## src/rtl/run_ctrl_pkg.sv

```systemverilog
// run_ctrl_pkg: shared types and constants for the tinyarch run controller.
// Contents:
//   run_state_t     - controller FSM state encoding
//   DEFAULT_HALT_OP - instruction encoding that ends a run
//   RUN_CYCLES_W    - width of the run cycle counter / run_cycles_o
package run_ctrl_pkg;

    typedef enum logic [1:0] {
        StIdle,
        StFetch,
        StExec,
        StDone
    } run_state_t;

    localparam logic [8:0]  DEFAULT_HALT_OP = 9'h1FF;
    localparam int unsigned RUN_CYCLES_W    = 16;

endpackage : run_ctrl_pkg

```

## src/rtl/run_ctrl_sat_counter.sv

```systemverilog
// sat_counter: width-parameterised up counter that sticks at all-ones.
// Ports:
//   clk_i   - clock, rising edge
//   reset_i - synchronous active-high reset, clears the count
//   clr_i   - synchronous clear (wins over en_i)
//   en_i    - count enable
//   cnt_o   - current count
module sat_counter #(
    parameter int unsigned Width = 16
) (
    input  logic             clk_i,
    input  logic             reset_i,
    input  logic             clr_i,
    input  logic             en_i,
    output logic [Width-1:0] cnt_o
);

    logic [Width-1:0] cnt_q, cnt_d;

    always_comb begin
        cnt_d = cnt_q;
        if (clr_i) begin
            cnt_d = '0;
        end else if (en_i && (cnt_q != '1)) begin
            cnt_d = cnt_q + Width'(1);
        end
    end

    always_ff @(posedge clk_i) begin
        if (reset_i) begin
            cnt_q <= '0;
        end else begin
            cnt_q <= cnt_d;
        end
    end

    assign cnt_o = cnt_q;

endmodule : sat_counter

```

## src/rtl/run_ctrl.sv

```systemverilog
// run_ctrl: run controller for the tinyarch core. Owns the PC and the
// instruction register, fetches from instruction memory and presents each
// instruction to the datapath until a HALT, then completes a four-phase
// req/ack handshake.
// Optional feature: define RUN_CTRL_CYCLE_COUNT_EN to count FETCH/EXEC cycles
// of each run on run_cycles_o; otherwise run_cycles_o is tied to 0.
// Ports:
//   clk_i           - clock, rising edge
//   reset_i         - synchronous active-high reset
//   req_i           - start request (level)
//   ack_o           - run complete
//   imem_addr_o     - instruction memory address (always the PC)
//   imem_rd_o       - instruction memory read enable (FETCH)
//   imem_data_i     - instruction memory read data (combinational)
//   instr_o         - current instruction to the datapath
//   instr_valid_o   - instr_o is live (EXEC)
//   stall_i         - datapath holds the current instruction
//   branch_taken_i  - current instruction redirects the PC
//   branch_target_i - redirect address
//   run_cycles_o    - cycles spent in the last or current run
module run_ctrl
    import run_ctrl_pkg::*;
#(
    parameter int unsigned        IADDR_W = 8,
    parameter int unsigned        INSTR_W = 9,
    parameter logic [INSTR_W-1:0] HALT_OP = INSTR_W'(DEFAULT_HALT_OP)
) (
    input  logic                    clk_i,
    input  logic                    reset_i,
    input  logic                    req_i,
    output logic                    ack_o,
    output logic [IADDR_W-1:0]      imem_addr_o,
    output logic                    imem_rd_o,
    input  logic [INSTR_W-1:0]      imem_data_i,
    output logic [INSTR_W-1:0]      instr_o,
    output logic                    instr_valid_o,
    input  logic                    stall_i,
    input  logic                    branch_taken_i,
    input  logic [IADDR_W-1:0]      branch_target_i,
    output logic [RUN_CYCLES_W-1:0] run_cycles_o
);

    run_state_t         state_q, state_d;
    logic [IADDR_W-1:0] pc_q, pc_d;
    logic [INSTR_W-1:0] ir_q, ir_d;

    always_comb begin
        state_d       = state_q;
        pc_d          = pc_q;
        ir_d          = ir_q;
        ack_o         = 1'b0;
        imem_rd_o     = 1'b0;
        instr_valid_o = 1'b0;
        unique case (state_q)
            StIdle: begin
                if (req_i) begin
                    pc_d    = '0;
                    state_d = StFetch;
                end
            end
            StFetch: begin
                imem_rd_o = 1'b1;
                ir_d      = imem_data_i;
                state_d   = StExec;
            end
            StExec: begin
                instr_valid_o = 1'b1;
                // HALT overrides stall and branch; stall overrides branch.
                if (ir_q == HALT_OP) begin
                    state_d = StDone;
                end else if (stall_i) begin
                    state_d = StExec;
                end else if (branch_taken_i) begin
                    pc_d    = branch_target_i;
                    state_d = StFetch;
                end else begin
                    pc_d    = pc_q + IADDR_W'(1);  // wraps naturally
                    state_d = StFetch;
                end
            end
            StDone: begin
                ack_o = 1'b1;
                if (!req_i) begin
                    state_d = StIdle;
                end
            end
            default: state_d = StIdle;
        endcase
    end

    always_ff @(posedge clk_i) begin
        if (reset_i) begin
            state_q <= StIdle;
            pc_q    <= '0;
            ir_q    <= '0;
        end else begin
            state_q <= state_d;
            pc_q    <= pc_d;
            ir_q    <= ir_d;
        end
    end

    assign imem_addr_o = pc_q;
    assign instr_o     = ir_q;

`ifdef RUN_CTRL_CYCLE_COUNT_EN
    logic run_start;
    logic run_busy;

    assign run_start = (state_q == StIdle) && req_i;
    assign run_busy  = (state_q == StFetch) || (state_q == StExec);

    sat_counter #(
        .Width(RUN_CYCLES_W)
    ) u_cycle_cnt (
        .clk_i  (clk_i),
        .reset_i(reset_i),
        .clr_i  (run_start),
        .en_i   (run_busy),
        .cnt_o  (run_cycles_o)
    );
`else
    assign run_cycles_o = '0;
`endif

endmodule : run_ctrl

```

## config.mk

```make
export PLATFORM = sky130hd
export DESIGN_NAME = run_ctrl
export DESIGN_NICKNAME = d
export VERILOG_FILES = /design/src/rtl/run_ctrl_pkg.sv /design/src/rtl/run_ctrl_sat_counter.sv /design/src/rtl/run_ctrl.sv
export SDC_FILE = /design/constraint.sdc
export NUM_CORES = 1
export LEC_CHECK = 0
export CAP_MARGIN = 25
export CELL_PAD_IN_SITES_DETAIL_PLACEMENT = 1
export CELL_PAD_IN_SITES_GLOBAL_PLACEMENT = 1
export CORE_ASPECT_RATIO = 1.25
export CORE_UTILIZATION = 29
export DETAILED_ROUTE_END_ITERATION = 7
export PLACE_DENSITY_LB_ADDON = 0.1
export SLEW_MARGIN = 20
export SYNTH_ARGS = -nofsm -noshare
export SYNTH_HDL_FRONTEND = slang
export SYNTH_SLANG_ARGS = --single-unit
```

## constraint.sdc

```tcl
create_clock -name clk_i -period 2.36 [get_ports clk_i]
set_clock_uncertainty 0.2 [all_clocks]
set_input_delay 0.59 -clock clk_i [delete_from_list [all_inputs] [get_ports clk_i]]
set_output_delay 0.59 -clock clk_i [all_outputs]
set_load 0.02 [all_outputs]
```

==> key figures, run 1 <==
Run status
  • Status: finished, violations left
  • Violated checks: DRC

STA
  • Final hold vios: 0
  • Post-route minimum period: 2.28 ns
  • Period utilization: 0.967
  • PnR worst setup slack: 0.0784 ns
  • Final setup fails: 0
  • Final Slew Violations: 0
  • Hold slack: between 0.2 and 0.3 ns
  • Unrepaired setup endpoints after global routing: false
  • Setup TNS: 0 ns
  • Max Freq: 438 MHz

Placed design
  • Post-Place Setup Slack: between 0.05 and 0.06 ns
  • Hpwl dp: ~2400 um
  • Port Buffers: 41
  • RePlAce Congestion: 0.730

Critical path
  • Delay-heaviest family, CP: buffers and inverters
  • CP Cell Sequence: buf_4, nand2_1, inv_1, clkdlybuf4s50_1
  • CP Max Fanout: 5
  • CP max stage cell: clkdlybuf4s50_1
  • WP data required: 1.57 ns
  • CP max stage delay: 0.59 ns
  • CP Data Arrival Time: 1.49 ns
  • Crit Path Class: reg2out
  • Worst Setup SP: state_q[1]$_SDFFE_PP0P_
  • CP Capture Type: primary output
  • Crit path buf inv count: 3
  • FF-to-FF Start: state_q[1]$_SDFFE_PP0P_
  • Startpoint types: flip-flop

Layout
  • Final Core Density: 0.440
  • Layout Area Growth over Synthesis: 42.4%
  • Final #Nets: 207
  • Fillers: 475
  • Inserted Diodes: 0
  • Layout cell share with drive strength beyond 1: 0.109

Worst hold path
  • Type of the worst min-delay path: reg2reg
  • Min-delay src: instr_o[3]$_SDFFE_PP0P_

Synthesis
  • Synth top area share: 0.347
  • Avg Cell Area, Syn: 7.93 um2
  • Mapped Cells: roughly 140
  • Sequential fraction of the synthesis area: 0.347
  • FF+latch count, synth: 19
  • Largest cells by area after synthesis: dfxtp_1, buf_4, nand2_1
  • Most frequent cells after synthesis: nand2_1, dfxtp_1, a21oi_1, buf_4, nand2b_1
  • Most common flop cell mapped by yosys: dfxtp_1
  • Proportion of synthesized area in mux cells: 0.0103
  • Cell variety after synth: 33
  • Cell accounting for the most synthesized area: dfxtp_1
  • Async SR Flop Fraction: 0
  • Adder-cell area share of the yosys netlist: 0.0114
  • Cell Area, Synth: 1090 um2
  • Largest family of logic cells by synthesized area: simple AND/OR/NAND/NOR gates
  • EDFF count, synth: 0
  • Post-Synth XOR/XNOR Area: 0.0320
  • Simple-gate share of the synthesized area: 0.231
  • YS warnings: 0
  • Count leader, synth: nand2_1
  • Post-synthesis compound-gate area fraction: 0.209

Detailed routing
  • Final ANT Viol Nets: 0
  • DR DRC count: 10
  • Post-DR vias/cell: 4.84
  • Routed length per instance: ~13 um
  • Drt total wl: 2990 um
  • Via count: 1075
  • Detailed Route Iter0 Violations: 30
  • First drt pass iteration count: 6

Clock tree
  • TritonCTS buffer count: 3
  • Worst-Skew Late Latency: 0.25 ns
  • H-tree depth: 1
  • Hold_buf cts: 0
  • CTS tree: yes
  • # Post-CTS Setup Buffers: 0
  • Root buf cell: clkbuf_8
  • Max clock buf depth: 2
  • Worst-path clk slew: about 0.08 ns
  • Clk sinks: 19

Run
  • Max Cap Violations: 0

Global route
  • Largest net degree at the start of global routing: 20
  • First-pass GRT wire length: 4910 um
  • Initial antenna violation count: 0
  • GRT overflow: 0
  • Gr usage total: 0.153
  • Vias in the first global route: about 1100

Die
  • # rows: 24
  • Die Wd: 57.0 um
  • Core footprint: 3540 um2
  • Die Height: 70.7 um
  • Die ar.: 4030 um2
  • # IOs: 58
  • Initial core utilization: 0.309

Power and ir drop
  • P per Cell Area: 503 nW/um2
  • P_leak: roughly 0.0006 uW
  • Total power: 784 uW
  • Peak supply drop: 0.000212 V
## repair_timing
action | 4_1_cts | 5_1_grt
resized for setup | 0 | 1
setup endpoints to repair | 0 | 2
endpoints found under the hold margin | 0 | 0
## where the power goes
group,internal (uW),switching (uW),leakage (uW),total (uW)
sequential,336,15.5,0.000155,352
combinational,92.7,106,0.000406,199
clock,117,115,0.0000255,233
total,546,237,0.000586,784
## layout make-up
type                            instances  area (um2)  area share
Multi-Input combinational cell        107         601       0.385
Timing Repair Buffer                   48         463       0.297
Sequential cell                        19         382       0.245
Tap cell                               39        48.8      0.0313
Clock buffer                            3        41.3      0.0265
Inverter                                5        18.8      0.0120
Clock inverter                          1        5.00     0.00321
## routing by layer
layer,track usage,vias up,share of wire
li1,-,527,-
met1,0.171,518,0.39
met2,0.299,28,0.57
met3,0.0165,2,0.038
met4,0.0407,0,0.0057
met5,0,-,0
## cell usage in the layout, fill, tap and decap left out, types with 2 or more instances in the layout
cell and instances:
inv_1 4, nor2_1 3, o21ai_0 3, nand3_1 5, o21ai_1 2, nand2_1 26
conb_1 16, clkdlybuf4s50_1 41, buf_4 7, xor2_1 3, a21oi_1 16, o2111ai_1 4
nand2b_1 12, dfxtp_1 18, clkbuf_8 3, a221oi_2 2
## cells by family after synthesis
kind of cell    count (synthesis)
buf+inv                        27
other cells                     1
compound gates                 33
simple gates                   52
xor+xnor                        4
fa+ha+maj                       1
mux                             1
flops                          19
## worst paths after layout
kind                                 endpoint  slack [ns]  cells after the start
setup / recovery                        ack_o        0.08                      4
hold / removal        instr_o[3]$_SDFFE_PP0P_        0.28                      2
setup reg to reg  imem_addr_o[0]$_SDFFE_PP0P_        0.53                      7
hold reg to reg       instr_o[3]$_SDFFE_PP0P_        0.28                      2
## worst min-delay path: cells and delay by family, from the launching register on
family / cells / cell delay, ns
DFF: 1 / 0.33
and+or+nand+nor: 1 / 0.06
AOI/OAI and AO/OA: 1 / 0.05
## sequential cells by signal, indices dropped and copies added, names as in the netlist
signal,cells
instr_o,9
imem_addr_o,8
state_q,2
## per-stage QoR
| stage | cell area, um2 | instances |
|---|---|---|
| floorplan | 1150 | 153 |
| global placement | 1510 | 218 |
| detailed placement | 1510 | 218 |
| CTS | 1560 | 222 |
| global route | 1560 | 222 |
| finish | 1560 | 222 |
Note: power is estimated with default switching activity, not from simulation.
==> run 2, diff against run 1 <==
--- a/config.mk
+++ b/config.mk
@@ -15,4 +15,5 @@
 export SLEW_MARGIN = 20
 export SYNTH_ARGS = -nofsm -noshare
 export SYNTH_HDL_FRONTEND = slang
+export SYNTH_HIERARCHICAL = 1
 export SYNTH_SLANG_ARGS = --single-unit
==> results of run 2 <==
No change in the layout: final DEF, timing and power equal those of run 1.
Among the figures that moved: Yosys warning count 0 -> 6
